## src/rtl/alu_pkg.sv

```systemverilog
// alu_pkg: shared constants for the ALU loader slice -- width defaults,
// opcode encodings, FSM state encodings and button bit positions.
package alu_pkg;

   localparam int unsigned LEN_DATO_DEF = 8;
   localparam int unsigned LEN_OP_DEF   = 6;
   localparam int unsigned OP_W         = 6;
   localparam int unsigned BTN_W        = 3;

   // Button bit positions on i_btn
   localparam int unsigned BTN_A  = 2;
   localparam int unsigned BTN_B  = 1;
   localparam int unsigned BTN_OP = 0;

   // Opcodes, zero-extended to LEN_OP where they are used
   localparam logic [OP_W-1:0] OP_ADD = 6'b100000;
   localparam logic [OP_W-1:0] OP_SUB = 6'b100010;
   localparam logic [OP_W-1:0] OP_AND = 6'b100100;
   localparam logic [OP_W-1:0] OP_OR  = 6'b100101;
   localparam logic [OP_W-1:0] OP_XOR = 6'b100110;
   localparam logic [OP_W-1:0] OP_NOR = 6'b100111;
   localparam logic [OP_W-1:0] OP_SRL = 6'b000010;
   localparam logic [OP_W-1:0] OP_SRA = 6'b000011;

   typedef enum logic [1:0] {
      WAIT_A  = 2'b00,
      WAIT_B  = 2'b01,
      WAIT_OP = 2'b10,
      DONE    = 2'b11
   } state_t;

endpackage

```

## src/rtl/alu_core.sv

```systemverilog
// alu_core: purely combinational ALU. Unknown opcodes give 0.
// Carry/borrow output exists only when ALU_FLAGS_EN is defined.
module alu_core
   import alu_pkg::*;
#(
   parameter int unsigned LEN_DATO = LEN_DATO_DEF,
   parameter int unsigned LEN_OP   = LEN_OP_DEF
) (
   input  logic [LEN_DATO-1:0] a,
   input  logic [LEN_DATO-1:0] b,
   input  logic [LEN_OP-1:0]   op,
   output logic [LEN_DATO-1:0] result_c
`ifdef ALU_FLAGS_EN
   ,
   output logic                carry_c
`endif
);

   localparam logic [LEN_OP-1:0] ADD_C = LEN_OP'(OP_ADD);
   localparam logic [LEN_OP-1:0] SUB_C = LEN_OP'(OP_SUB);
   localparam logic [LEN_OP-1:0] AND_C = LEN_OP'(OP_AND);
   localparam logic [LEN_OP-1:0] OR_C  = LEN_OP'(OP_OR);
   localparam logic [LEN_OP-1:0] XOR_C = LEN_OP'(OP_XOR);
   localparam logic [LEN_OP-1:0] NOR_C = LEN_OP'(OP_NOR);
   localparam logic [LEN_OP-1:0] SRL_C = LEN_OP'(OP_SRL);
   localparam logic [LEN_OP-1:0] SRA_C = LEN_OP'(OP_SRA);

   // Opcode decode; shifts by >= LEN_DATO saturate to 0 / sign fill naturally
   always_comb begin
      result_c = '0;
`ifdef ALU_FLAGS_EN
      carry_c  = 1'b0;
`endif
      case (op)
         ADD_C: begin
`ifdef ALU_FLAGS_EN
            {carry_c, result_c} = {1'b0, a} + {1'b0, b};
`else
            result_c = a + b;
`endif
         end
         SUB_C: begin
            result_c = a - b;
`ifdef ALU_FLAGS_EN
            carry_c  = (a < b);
`endif
         end
         AND_C:   result_c = a & b;
         OR_C:    result_c = a | b;
         XOR_C:   result_c = a ^ b;
         NOR_C:   result_c = ~(a | b);
         SRL_C:   result_c = b >> a;
         SRA_C:   result_c = $signed(b) >>> a;
         default: result_c = '0;
      endcase
   end

endmodule

```

## src/rtl/alu_loader.sv

```systemverilog
// alu_loader: loads A, B and opcode from switches on debounced-by-sync button
// edges, sequences WAIT_A -> WAIT_B -> WAIT_OP -> DONE, and registers the ALU
// result. Define ALU_FLAGS_EN to add registered o_zero / o_carry outputs.
module alu_loader
   import alu_pkg::*;
#(
   parameter int unsigned LEN_DATO = LEN_DATO_DEF,
   parameter int unsigned LEN_OP   = LEN_OP_DEF
) (
   input  logic                i_clk,
   input  logic                i_rst_n,
   input  logic [LEN_DATO-1:0] i_switch,
   input  logic [BTN_W-1:0]    i_btn,
   output logic [LEN_DATO-1:0] o_led,
   output logic                o_valid,
   output logic [1:0]          o_state
`ifdef ALU_FLAGS_EN
   ,
   output logic                o_zero,
   output logic                o_carry
`endif
);

   logic [BTN_W-1:0]    btn_meta;
   logic [BTN_W-1:0]    btn_sync;
   logic [BTN_W-1:0]    btn_prev;
   logic [BTN_W-1:0]    load_c;
   logic                ld_a_c;
   logic                ld_b_c;
   logic                ld_op_c;
   logic [LEN_DATO-1:0] a_q;
   logic [LEN_DATO-1:0] b_q;
   logic [LEN_OP-1:0]   op_q;
   logic [LEN_DATO-1:0] alu_result_c;
   state_t              state_q;
   state_t              state_d;
`ifdef ALU_FLAGS_EN
   logic                alu_carry_c;
`endif

   // Two-flop synchronizer plus previous-value flop for edge detection
   always_ff @(posedge i_clk or negedge i_rst_n) begin
      if (!i_rst_n) begin
         btn_meta <= '0;
         btn_sync <= '0;
         btn_prev <= '0;
      end else begin
         btn_meta <= i_btn;
         btn_sync <= btn_meta;
         btn_prev <= btn_sync;
      end
   end

   assign load_c = btn_sync & ~btn_prev;

   // Priority A > B > opcode; losers in the same cycle are dropped
   always_comb begin
      ld_a_c  = load_c[BTN_A];
      ld_b_c  = load_c[BTN_B] & ~load_c[BTN_A];
      ld_op_c = load_c[BTN_OP] & ~load_c[BTN_A] & ~load_c[BTN_B];
   end

   // Operand and opcode registers, loadable in every state
   always_ff @(posedge i_clk or negedge i_rst_n) begin
      if (!i_rst_n) begin
         a_q  <= '0;
         b_q  <= '0;
         op_q <= '0;
      end else begin
         if (ld_a_c)  a_q  <= i_switch;
         if (ld_b_c)  b_q  <= i_switch;
         if (ld_op_c) op_q <= i_switch[LEN_OP-1:0];
      end
   end

   // FSM state register
   always_ff @(posedge i_clk or negedge i_rst_n) begin
      if (!i_rst_n) state_q <= WAIT_A;
      else          state_q <= state_d;
   end

   // FSM next state: advance only on the awaited load
   always_comb begin
      state_d = state_q;
      case (state_q)
         WAIT_A:  if (ld_a_c)  state_d = WAIT_B;
         WAIT_B:  if (ld_b_c)  state_d = WAIT_OP;
         WAIT_OP: if (ld_op_c) state_d = DONE;
         DONE:    state_d = DONE;
         default: state_d = WAIT_A;
      endcase
   end

   alu_core #(
      .LEN_DATO (LEN_DATO),
      .LEN_OP   (LEN_OP)
   ) u_alu_core (
      .a        (a_q),
      .b        (b_q),
      .op       (op_q),
      .result_c (alu_result_c)
`ifdef ALU_FLAGS_EN
      ,
      .carry_c  (alu_carry_c)
`endif
   );

   // Result, valid and flags registered together from the current registers
   always_ff @(posedge i_clk or negedge i_rst_n) begin
      if (!i_rst_n) begin
         o_led   <= '0;
         o_valid <= 1'b0;
`ifdef ALU_FLAGS_EN
         o_zero  <= 1'b0;
         o_carry <= 1'b0;
`endif
      end else begin
         o_led   <= alu_result_c;
         o_valid <= (state_q == DONE);
`ifdef ALU_FLAGS_EN
         o_zero  <= (alu_result_c == '0);
         o_carry <= alu_carry_c;
`endif
      end
   end

   assign o_state = state_q;

endmodule

```

## config.mk

```make
export PLATFORM = sky130hd
export DESIGN_NAME = alu_loader
export DESIGN_NICKNAME = d
export VERILOG_FILES = /design/src/rtl/alu_pkg.sv /design/src/rtl/alu_core.sv /design/src/rtl/alu_loader.sv
export SDC_FILE = /design/constraint.sdc
export NUM_CORES = 1
export LEC_CHECK = 0
export BUFFER_PORTS_ARGS = -buffer_cell sky130_fd_sc_hd__buf_4
export CAP_MARGIN = 20
export CORE_UTILIZATION = 45
export CTS_CLUSTER_DIAMETER = 50
export DETAILED_ROUTE_END_ITERATION = 10
export PLACE_DENSITY_LB_ADDON = 0.2
export SYNTH_ARGS = -nofsm -noshare
export SYNTH_HDL_FRONTEND = slang
export SYNTH_SLANG_ARGS = --single-unit
export TNS_END_PERCENT = 1
```

## constraint.sdc

```tcl
create_clock -name i_clk -period 3.7 [get_ports i_clk]
set_input_delay 0.185 -clock i_clk [delete_from_list [all_inputs] [get_ports i_clk]]
set_output_delay 0.185 -clock i_clk [all_outputs]
set_load 0.02 [all_outputs]
```

# Yosys cells after proc, flatten, opt, wreduce, memory -nomap -nowiden
# Cells that the tools add are included.
op_classes:
  div_mod_pow: 0
  n_mux: 5
  n_addsub: 2
  bitwise_logic: 11
  n_mul: 0
  eq_ne: 14
  n_shift: 2
  reduce_logical: 2
  magnitude_cmp: 0
ops:
  columns: ["cell", "n"]
  rows:
  - ["$pmux W8 S8", 1]
  - ["$eq A6 B6 Y1 const B", 6]
  - ["$eq A6 B2 Y1 const B", 2]
  - ["$add A8 B8 Y8", 1]
  - ["$and A8 B8 Y8", 1]
  - ["$not A8 Y8", 1]
  - ["$or A8 B8 Y8", 1]
  - ["$pmux W2 S4", 1]
  - ["$shr A8 B8 Y8", 1]
  - ["$sshr A8 B8 Y8", 1]
  - ["$sub A8 B8 Y8", 1]
  - ["$xor A8 B8 Y8", 1]
  - ["$mux W2", 3]
  - ["$ne A2 B2 Y1 const B", 3]
  - ["$eq A2 B2 Y1 const B", 2]
  - ["$and A1 B1 Y1", 3]
  - ["$and A3 B3 Y3", 1]
  - ["$not A3 Y3", 1]
  - ["$reduce_and A3 Y1", 1]
  - ["$eq A2 B1 Y1 const B", 1]
  - ["$logic_not A2 Y1", 1]
  - ["$not A1 Y1", 2]
word_totals:
  out_inout_bits: 11
  register_bits: 42
  latch_bits: 0
  ramBits: 0
  mem_count: 0
  wordCells: 45
  inputBits: 13
  mem_bits_ro: 0

# Depth between registers and ports, before layout
# Gate-level depths: netlist of the first run.
depth:
  word_depth: 7
  mapped_depth: 12
  ltp_nobuf: 12

# Hierarchy
# Synthesis of the first run repeated with hierarchy kept, for this count alone.
hier_totals:
  cells_unflattened: 329
  hier_area_um2: 3090.5
modules_own_cells:
  columns: ["mod", "n_inst", "seq_area_each_um2", "area_each_um2", "cells_each"]
  rows:
  - ["alu_core", 1, 0.0, 1644.1, 236]
  - ["alu_loader", 1, 1051.0, 1446.4, 93]

# Worst setup path before layout of the first run
# No wires, ideal clock.
synth_path:
  kind: "flip-flop to flip-flop"
  from: "register op_q[1]"
  to: "register o_led[6]"
  arrival_time_ns: 2.125
  path_stages_with_launch: 13
  period_less_slack_ns: 2.265
  slack_ns: 1.435
  required_ns: 3.561
  setup_time_ns: 0.139
  n_path_buf: 1
  path_cell_list: "dfrtp_1 -> buf_2 -> nand2b_1 -> nor2_1 -> nor2_1 -> xnor2_1 -> ha_1 -> nor2b_1 -> o21ai_0 -> nand2b_1 -> a31oi_1 -> xor2_1 -> o221ai_1"
synth_via:
  elab_chain_cells: 2
  word_cells_on_any_way: 9
  classes_between: "eq/ne: 8; mux: 1"
synth_rtl:
  columns: ["element", "line_no", "source"]
  rows:
  - ["from (decl)", "alu_loader.sv:33", "logic [LEN_OP-1:0] op_q;"]
  - ["from (signal assigned)", "alu_loader.sv:72", "if (ld_op_c) op_q <= i_switch[LEN_OP-1:0];"]
  - ["$eq A6 B2 Y1 or $eq A6 B6 Y1 (tied branches)", "alu_core.sv:34", "case (op)"]
  - ["$pmux W8 S8 *", "alu_core.sv:34", null]
  - ["net alu_result_c[6]", "alu_loader.sv:34", "logic [LEN_DATO-1:0] alu_result_c;"]
  - ["to (signal assigned)", "alu_loader.sv:118", "o_led <= alu_result_c;"]
  - ["to (decl)", "alu_loader.sv:14", "output logic [LEN_DATO-1:0] o_led,"]
# Mark *: on every way through the listed nets, which the timed path passes. The rest lies on a longest branch.
# A chain may end at the register's enable or synchronous reset.

# Worst setup path after layout of the first run
layout_path:
  from: "register op_q[0]"
  to: "register o_led[5]"
# The elaborated chain is that of the path after synthesis.

==> run summary, run 1 <==
# IOs: 24
PortBufs: 23
worst r2r path cells: 11
Starting Density: 48.0%
post-CTS sizing: 0
FF+latch count, synth: 42
Mean Syn Cell Area: 9.24 µm²
EDFF count, synth: 0
Post-Syn Nets: 353
Final Net Count: 375
status: complete, no violations
ratio of cells with drive above 1 in the final layout: 15.1%
top fanout value on the critical path: 23
final setup fails: 0
P&R area growth vs syn: 12.5%
slowest CP cell: dfrtp_1
Crit. Startpoint: op_q[0]
Clock Sinks: 42
reg2reg start: op_q[0]
endpoint type of the worst setup path: flip-flop
Setup Crit Path Kind: flip-flop to flip-flop
min Tclk post-route: 2.89 ns
DR vias/cell: 5.93
Synth cell types: 48
cell breakdown of the critical path: nor2b_1 -> nand4b_1 -> o21ai_0 -> inv_1 -> ha_1 -> nor2b_1 -> o2111ai_1 -> nand2_1 -> nor2_1 -> xor2_1 -> o221ai_1
top_reg_cell synth: dfrtp_1
gr ovfl total: 0
worst path required time: 3.88 ns
min-delay worst type: primary input to flip-flop
die extent in y: 82.4 µm
CTS Buffer Depth: 2
post-route setup slack: 0.807 ns
Fill cells: 565
Synth Warn #: 0
number of remaining DRC errors: 0
Worst-path clk slew: 0.09 ns
peak supply drop: 0.234 mV
final hold vios: 0
Clock Latency Late Sink: 0.31 ns
largest net degree at the start of global routing: 43
post-layout util: 54.0%
Max Cap Viol: 0
Slew HR: 55.6%
DRT Wirelength: 7.11 mm
maximum achievable frequency: 346 MHz
commonest non-fill, non-tap cell in the layout: dfrtp_1
Num CTS Buffers: 5
total negative slack: 0 ns
LEAKAGE: 1.46 nW
ys async rst share: 100%
dpl hpwl: 5.19 mm
All-Layer GR Usage: 23.6%
final slew viol count: 0
row cnt: 28
cell count after synthesis: 315
CTS tree: yes
CTS HTree Levels: 2
Crit Reg-Reg Endpoint: o_led[5]
actual slew at the worst max-slew pin: 0.666 ns
hold_buf cts: 4
Pre-antenna DRT Iters: 5
cell area after synthesis: 2910 µm²
Critical Path AT: 3.07 ns
slowest stage delay, CP: 0.64 ns
Reg2Reg Setup Slack: 0.81 ns
Vias: 2,448
CTS root buffer: clkbuf_8
remaining antenna violation count: 0
antenna cells: 0
Clock Skews: 0.0106 ns
die width: 82.4 µm
DRT iter0 DRCs: 293
vias in the first global route: 2,309
post-synthesis sequential area ratio: 36.1%
P per Cell Area: 487 nW/µm²
critical path startpoint category: flip-flop
first-pass GRT wire length: 11.6 mm
cell repeated most along the worst path: nor2b_1
DP Worst Slack: 0.866 ns
DR WL/cell: 17.2 µm
part of the cycle the worst path needs: 78.2%
initial antenna violation count: 0
Worst Setup EP: o_led[5]
commonest non-fill, non-tap cells in the layout: dfrtp_1, nand2_1, o21ai_0, buf_4, ha_1
Die Area: 6790 µm²
Final Power: 1.59 mW
core area: 6060 µm²
Placer Congestion: 0.924
post-CTS setup buffers: 0
RSZ-0062 raised after global routing: no
==> cell families (layout without fill, tap and decap cells) <==
kind of cell	after synthesis	in the layout	synth area share [%]
compound gates	86	86	17.8
xor+xnor	21	21	6.32
fa+ha+maj	25	25	11.0
buf+inv	33	56	4.60
flops	42	42	36.1
mux	23	23	9.46
simple gates	85	85	14.7
==> per-layer routing <==
metal | vias to the layer above | wire length [µm] | global-route usage, %
li1 | 1158 | - | -
met2 | 107 | 3270 | 36.7
met3 | 16 | 440 | 4.84
met1 | 1167 | 3240 | 32.2
met4 | 0 | 157 | 8.42
met5 | - | 0 | 0
==> final cells by class <==
| cell class | instances | area (µm²) | area share [%] |
|---|---|---|---|
| sequential | 42 | 1050 | 32.1 |
| timing repair buffer | 31 | 243 | 7.42 |
| clock inverter | 3 | 27.5 | 0.841 |
| multi-input combinational | 240 | 1720 | 52.7 |
| clock buffer | 5 | 68.8 | 2.10 |
| inverter | 17 | 63.8 | 1.95 |
| tap | 75 | 93.8 | 2.87 |
==> how the worst min path moves through the flow <==
stage | slack, ns | cells past startpoint | end | start
2_1_floorplan | -0.11 | 0 | a_q[0] | i_rst_n
3_3_place_gp | 0.21 | 1 | o_led[7] | i_rst_n
3_5_place_dp | 0.21 | 1 | o_led[6] | i_rst_n
4_1_cts | 0.08 | 3 | a_q[6] | i_switch[6]
5_1_grt | 0.09 | 3 | b_q[0] | i_switch[0]
6_report | 0.09 | 3 | a_q[7] | i_switch[7]
==> registers in the layout, summed over array words and instances (netlist names) <==
| signal | count |
|---|---|
| a_q | 8 |
| op_q | 6 |
| btn_meta | 3 |
| o_state | 2 |
| o_valid | 1 |
| btn_prev | 3 |
| o_led | 8 |
| btn_sync | 3 |
| b_q | 8 |
==> cells in the mapped netlist (8+ instances only) <==
cell type,instances,share of area (%)
a21oi_1,17,2.9
a31oi_1,8,1.7
clkbuf_1,12,1.5
dfrtp_1,42,36
ha_1,24,10
inv_1,17,2.2
mux2i_1,14,4.8
nand2_1,35,4.5
nor2_1,17,2.2
o21ai_0,28,4.8
xnor2_1,18,5.4
==> worst max-delay path: cells and delay by family (launching register included) <==
family	cells	cell delay [ns]
and+or+nand+nor	5	0.88
AOI/OAI and AO/OA	3	0.74
buffers and inverters	1	0.08
adders and majority gates	1	0.27
xor gates and xnor gates	1	0.15
DFF	1	0.64
==> power breakdown <==
part	leakage, nW	internal, mW	switching, mW
sequential	0.509	0.515	0.106
clock	0.0467	0.140	0.186
combinational	0.907	0.297	0.350
total	1.46	0.952	0.642
==> per-stage QoR <==
step / hold slack, ns / instance area, µm² / instances
3_3_place_gp: 0.207 / 3130 / 400
6_report: 0.0906 / 3270 / 413
4_1_cts: 0.0812 / 3260 / 412
5_1_grt: 0.0862 / 3270 / 413
2_1_floorplan: -0.111 / 2910 / 315
3_5_place_dp: 0.210 / 3130 / 400
(Power assumes the default switching activity.)
==> inputs of run 2 (changes only) <==
==> constraint.sdc (replaced) <==
create_clock -name i_clk -period 2.4 [get_ports i_clk]
set_input_delay 0.12 -clock i_clk [delete_from_list [all_inputs] [get_ports i_clk]]
set_output_delay 0.12 -clock i_clk [all_outputs]
set_load 0.02 [all_outputs]
==> run 2 against run 1 <==
Effect of this change:
- critical path depth unchanged
- critical path type unchanged
- largest power group unchanged
- clock-buffer cell count unchanged
- sequential share of layout area down 2.3 points
- total power up 67%
==> run summary, run 2 (synthesis gave the netlist of run 1 again) <==
status: complete, no violations
final hold vios: 0 (unchanged)
Slew HR: 64.9% (+9.3 points)
Worst path top cell family by delay: compound AO/OA/AOI/OAI gates
initial antenna violation count: 0 (unchanged)
DRT Wirelength: 7.15 mm (+0.62%)
final setup fails: 0 (unchanged)
die width: 82.4 µm (unchanged)
Die Area: 6790 µm² (unchanged)
CTS HTree Levels: 2 (unchanged)
first-pass GRT wire length: 11.5 mm (-1.2%)
row cnt: 28 (unchanged)
sw power: 1.04 mW (+63%)
Hold WS: 0.0109 ns (-0.0798 ns)
critical path startpoint category: flip-flop
Sw Share: 39.2% (-1.0 points)
P&R area growth vs syn: 21.2%
Critical Path AT: 2.55 ns (-0.52 ns)
Clk network pwr share: 19.0% (-1.5 points)
Max Cap Viol: 0 (unchanged)
die extent in y: 82.4 µm (unchanged)
vias in the first global route: 2,254 (-2.4%)
Placer Congestion: 0.912 (-1.3%)
actual slew at the worst max-slew pin: 0.527 ns (-0.140 ns)
RSZ-0062 raised after global routing: yes
Worst-path clk slew: 0.09 ns (about the same)
# IOs: 24 (unchanged)
commonest non-fill, non-tap cell in the layout: buf_4
Placed Cells: 425 (+6.3%)
final std cells w/o fill: 440 (+6.5%)
core area: 6060 µm² (unchanged)
PortBufs: 23 (unchanged)
largest net degree at the start of global routing: 43 (unchanged)
P per Cell Area: 756 nW/µm² (+55%)
post-layout util: 58.2% (+4.2 points)
maximum achievable frequency: 424 MHz (+23%)
Vias: 2,509 (+2.5%)
Logic pwr share: 47.2% (+6.6 points)
register share of total power: 33.8% (-5.1 points)
min Tclk post-route: 2.36 ns (-0.537 ns)
All-Layer GR Usage: 23.1% (-0.49 points)
CTS Buffer Depth: 2 (unchanged)
cell breakdown of the critical path: nor2b_2 -> nand4b_1 -> buf_4 -> nand2_2 -> xnor2_1 -> ha_1 -> buf_6 -> a21o_1 -> a31oi_2 -> xor2_1 -> o221ai_1
commonest non-fill, non-tap cells in the layout: buf_4, dfrtp_1, nand2_1, o21ai_0, ha_1
DRT iter0 DRCs: 196 (-33%)
gr ovfl total: 0 (unchanged)
slowest stage delay, CP: 0.41 ns (-0.23 ns)
top fanout value on the critical path: 4 (-83%)
remaining antenna violation count: 0 (unchanged)
ratio of cells with drive above 1 in the final layout: 24.4% (+9.3 points)
CTS tree: yes
dpl hpwl: 5.32 mm (+2.5%)
Num CTS Buffers: 5 (unchanged)
min-delay worst type: primary input to flip-flop
DR vias/cell: 5.70 (-3.8%)
number of remaining DRC errors: 0 (unchanged)
LEAKAGE: 1.60 nW (+9.5%)
Starting Density: 48.0% (unchanged)
cell-internal power: 1.62 mW (+70%)
final slew viol count: 0 (unchanged)
slowest CP cell: dfrtp_1
Largest regs: a_q x8, b_q x8, o_led x8
DR WL/cell: 16.2 µm (-5.6%)
Clock Skews: 0.00817 ns (-0.00246 ns)
part of the cycle the worst path needs: 98.2% (+20 points)
endpoint type of the worst setup path: flip-flop
peak supply drop: 0.370 mV (+58%)
CTS root buffer: clkbuf_8
antenna cells: 0 (unchanged)
worst path required time: 2.59 ns (-1.29 ns)
Pre-antenna DRT Iters: 5 (unchanged)
Worst Path Buf+Inv: 2 (+1)
Clock Latency Late Sink: 0.31 ns (about the same)
Setup Crit Path Kind: flip-flop to flip-flop
Clock Sinks: 42 (unchanged)
Final Net Count: 402 (+7.2%)
## run 2: final timing paths
kind / slack, ns / end / depth (start not counted) / startpoint
min reg2reg: 0.35 / btn_sync[0] / 0 / btn_meta[0]
min in group asynchronous: 0.32 / b_q[7] / 2 / i_rst_n
max in group asynchronous: 1.71 / a_q[2] / 2 / i_rst_n
min: 0.01 / a_q[6] / 3 / i_switch[6]
max: 0.04 / o_led[6] / 11 / op_q[0]
max reg2reg: 0.04 / o_led[6] / 11 / op_q[0]
## run 2: worst register-to-register path, cell delays in order (launching register included)
cell and delay (ns):
dfrtp_1 0.41, nor2b_2 0.14, nand4b_1 0.22, buf_4 0.22, nand2_2 0.05, xnor2_1 0.08
ha_1 0.32, buf_6 0.13, a21o_1 0.15, a31oi_2 0.17, xor2_1 0.21, o221ai_1 0.13
## run 2: repair_timing
action,CTS,global route
endpoints found under the setup margin,3,4
buffers inserted,0,3
endpoints found under the hold margin,45,0
hold buffers,4,0
pin swaps,0,11
gates resized for setup,2,14
## run 2: per-layer routing
metal | GRT usage (%) | part of all wire [%] | up-vias
li1 | - | - | 1212
met1 | 31.7 | 45 | 1207
met2 | 37.2 | 48 | 75
met3 | 4.18 | 5.1 | 15
met4 | 5.96 | 1.9 | 0
met5 | 0 | 0 | -
## run 2: power groups by stage
stage,clock network [mW],registers (mW),logic (mW)
after floorplan,0,0.911,0.768
after global placement,0,0.911,1.13
after detailed placement,0,0.911,1.15
after CTS,0.521,0.899,1.16
after global routing,0.551,0.918,1.38
final,0.505,0.901,1.26
## run 2: area by class of cell
class                      count  area, µm²
fill                         550       2540
clock buffer                   5       68.8
clock inverter                 3       27.5
timing repair buffer          58        449
inverter                      17       63.8
sequential                    42       1050
multi-input combinational    240       1770
tap                           75       93.8
## run 2: per-stage QoR
step	TNS, ns	power (mW)	worst slack, ns	instance area (µm²)
finish	0	2.66	0.0442	3520
floorplan	0	1.68	0.135	2910
global route	-0.277	2.85	-0.138	3520
CTS	0	2.58	0.0288	3450
global placement	0	2.04	0.0272	3320
detailed placement	-0.0496	2.06	-0.0240	3320
==> inputs of run 3 (changes only) <==
--- a/config.mk
+++ b/config.mk
@@ -7,7 +7,7 @@
 export LEC_CHECK = 0
 export BUFFER_PORTS_ARGS = -buffer_cell sky130_fd_sc_hd__buf_4
 export CAP_MARGIN = 20
-export CORE_UTILIZATION = 45
+export CORE_UTILIZATION = 35
 export CTS_CLUSTER_DIAMETER = 50
 export DETAILED_ROUTE_END_ITERATION = 10
 export PLACE_DENSITY_LB_ADDON = 0.2
==> run 3 against run 2 <==
Effect of this change:
- via count decreased by 2.0%
- sequential power down 1%
- non-clock buffer count increased by 3
- critical path depth unchanged
- worst hold slack improved by 0.013 ns
- cell count rose by 6.8%
- highest routed layer unchanged
- clock-buffer cell count stayed put
- critical path type unchanged
==> run summary, run 3 (synthesis gave the netlist of run 1 again) <==
fin area: 3570 µm² (+1.4%)
Crit Reg-Reg Endpoint: o_led[5]
Starting Density: 36.9% (-11 points)
slowest stage delay, CP: 0.40 ns (about the same)
dpl hpwl: 5.67 mm (+6.7%)
worst r2r path cells: 11 (unchanged)
Num CTS Buffers: 5 (unchanged)
Reg2Reg Setup Slack: 0.05 ns (about the same)
Clock Sinks: 42 (unchanged)
endpoint type of the worst setup path: flip-flop
Setup Crit Path Kind: flip-flop to flip-flop
final hold vios: 0 (unchanged)
final slew viol count: 0 (unchanged)
maximum achievable frequency: 426 MHz (+0.33%)
Min-Delay Startpoint: i_switch[7]
Critical Path AT: 2.53 ns (-0.02 ns)
cell repeated most along the worst path: nor2_2
actual slew at the worst max-slew pin: 0.584 ns (+0.0573 ns)
Placer Congestion: 0.863 (-5.3%)
DRT iter0 DRCs: 120 (-39%)
CTS HTree Levels: 2 (unchanged)
post-layout util: 45.3% (-13 points)
DRT Wirelength: 7.43 mm (+3.9%)
Slew HR: 60.8% (-4.1 points)
final setup fails: 0 (unchanged)
Fill cells: 753 (+37%)
reg2reg start: op_q[4]
commonest non-fill, non-tap cells in the layout: buf_4, dfrtp_1, nand2_1, o21ai_0, ha_1
CTS root buffer: clkbuf_8
Worst-path clk slew: 0.10 ns (about the same)
core area: 7890 µm² (+30%)
DP Area: 3360 µm² (+1.5%)
LEAKAGE: 1.62 nW (+1.4%)
Worst Hold Endpoint: b_q[7]
remaining antenna violation count: 0 (unchanged)
RSZ-0062 raised after global routing: yes
vias in the first global route: 2,425 (+7.6%)
min-delay worst type: primary input to flip-flop
Clock Latency Late Sink: 0.31 ns (about the same)
critical path startpoint category: flip-flop
PortBufs: 23 (unchanged)
commonest non-fill, non-tap cell in the layout: buf_4
initial antenna violation count: 0 (unchanged)
Multi-input gate area: 1770 µm² (-0.28%)
slowest CP cell: dfrtp_1
Pre-antenna DRT Iters: 4 (-1)
Vias: 2,459 (-2.0%)
register area: 1050 µm² (unchanged)
number of remaining DRC errors: 0 (unchanged)
part of the cycle the worst path needs: 97.8% (-0.32 points)
first-pass GRT wire length: 12.3 mm (+7.3%)
CTS tree: yes
gr ovfl total: 0 (unchanged)
largest net degree at the start of global routing: 43 (unchanged)
Hold WS: 0.0241 ns (+0.0132 ns)
peak supply drop: 0.298 mV (-20%)
CTS Buffer Depth: 2 (unchanged)
top fanout value on the critical path: 4 (unchanged)
P per Cell Area: 741 nW/µm² (-2.0%)
status: complete, no violations
worst path required time: 2.58 ns (about the same)
Die Area: 8680 µm² (+28%)
DR WL/cell: 15.8 µm (-2.7%)
die width: 93.2 µm (+13%)
ratio of cells with drive above 1 in the final layout: 25.0% (+0.62 points)
Final Net Count: 405 (+0.75%)
All-Layer GR Usage: 18.4% (-4.6 points)
Hold Path Stages: 3 (unchanged)
DR vias/cell: 5.23 (-8.2%)
Max Cap Viol: 0 (unchanged)
cell breakdown of the critical path: nor2_2 -> nand4b_1 -> o21ai_2 -> inv_1 -> ha_1 -> nor2b_1 -> o2111ai_1 -> nand2_1 -> nor2_2 -> xor2_1 -> o221ai_1
P&R area growth vs syn: 22.8%
# IOs: 24 (unchanged)
Largest regs: a_q x8, b_q x8, o_led x8
min Tclk post-route: 2.35 ns (-0.00772 ns)
total negative slack: 0 ns (unchanged)
row cnt: 32 (+14%)
die extent in y: 93.2 µm (+13%)
antenna cells: 0 (unchanged)
Clock Skews: 0.00748 ns (-0.000686 ns)
[run 3: changes by cell type in the layout (fill, tap and decap cells not counted), sizes merged]
cell      before  now
clkinvlp       1    0
buf           54   57
clkinv         0    1
[run 3: worst max-delay path: cells and delay by family, from the launching register on]
kind	cells	cell delay [ns]
AOI/OAI and AO/OA	3	0.60
xor gates and xnor gates	1	0.15
adders and majority gates	1	0.26
buffers and inverters	1	0.07
DFF	1	0.40
and+or+nand+nor	5	0.76
[run 3: per-stage QoR]
| step | setup WS [ns] | power (mW) | std cells |
|---|---|---|---|
| floorplan | 0.135 | 1.68 | 315 |
| finish | 0.0519 | 2.65 | 470 |
| CTS | 0.0135 | 2.60 | 466 |
| global placement | 0.00295 | 2.06 | 454 |
| detailed placement | -0.0341 | 2.06 | 454 |
| global route | -0.113 | 2.85 | 470 |
[run 3: layout make-up]
type,count,share of cell area (%)
sequential,42,29.4
timing repair buffer,61,13.1
clock buffer,5,1.93
clock inverter,3,0.805
multi-input combinational,240,49.4
inverter,17,1.79
tap,102,3.57
[run 3: report_power, final]
group	switching [mW]	total [mW]	internal (mW)
sequential	0.0933	0.888	0.795
combinational	0.642	1.24	0.602
clock	0.297	0.515	0.218
[run 3: worst max-delay path by stage]
stage,from,end,cells after the start
final,op_q[4],o_led[5],11
after global routing,op_q[4],o_led[4],12
after CTS,op_q[0],o_led[7],11
after detailed placement,op_q[3],o_led[5],11
after global placement,op_q[3],o_led[5],11
after floorplan,op_q[1],o_led[6],12
[run 3: repair_timing]
item,4_1_cts,5_1_grt
hold endpoints to repair,45,0
resized for setup,2,12
setup endpoints to repair,4,5
setup buffers,0,4
pin swaps,0,13
hold buffers,4,0
[run 3: routing by layer]
layer	vias to the layer above	share of wire, %	GRT usage [%]
li1	1219	-	-
met1	1171	46	24.4
met2	55	49	30.2
met3	14	2.8	3.09
met4	0	2.2	6.67
met5	-	0	0
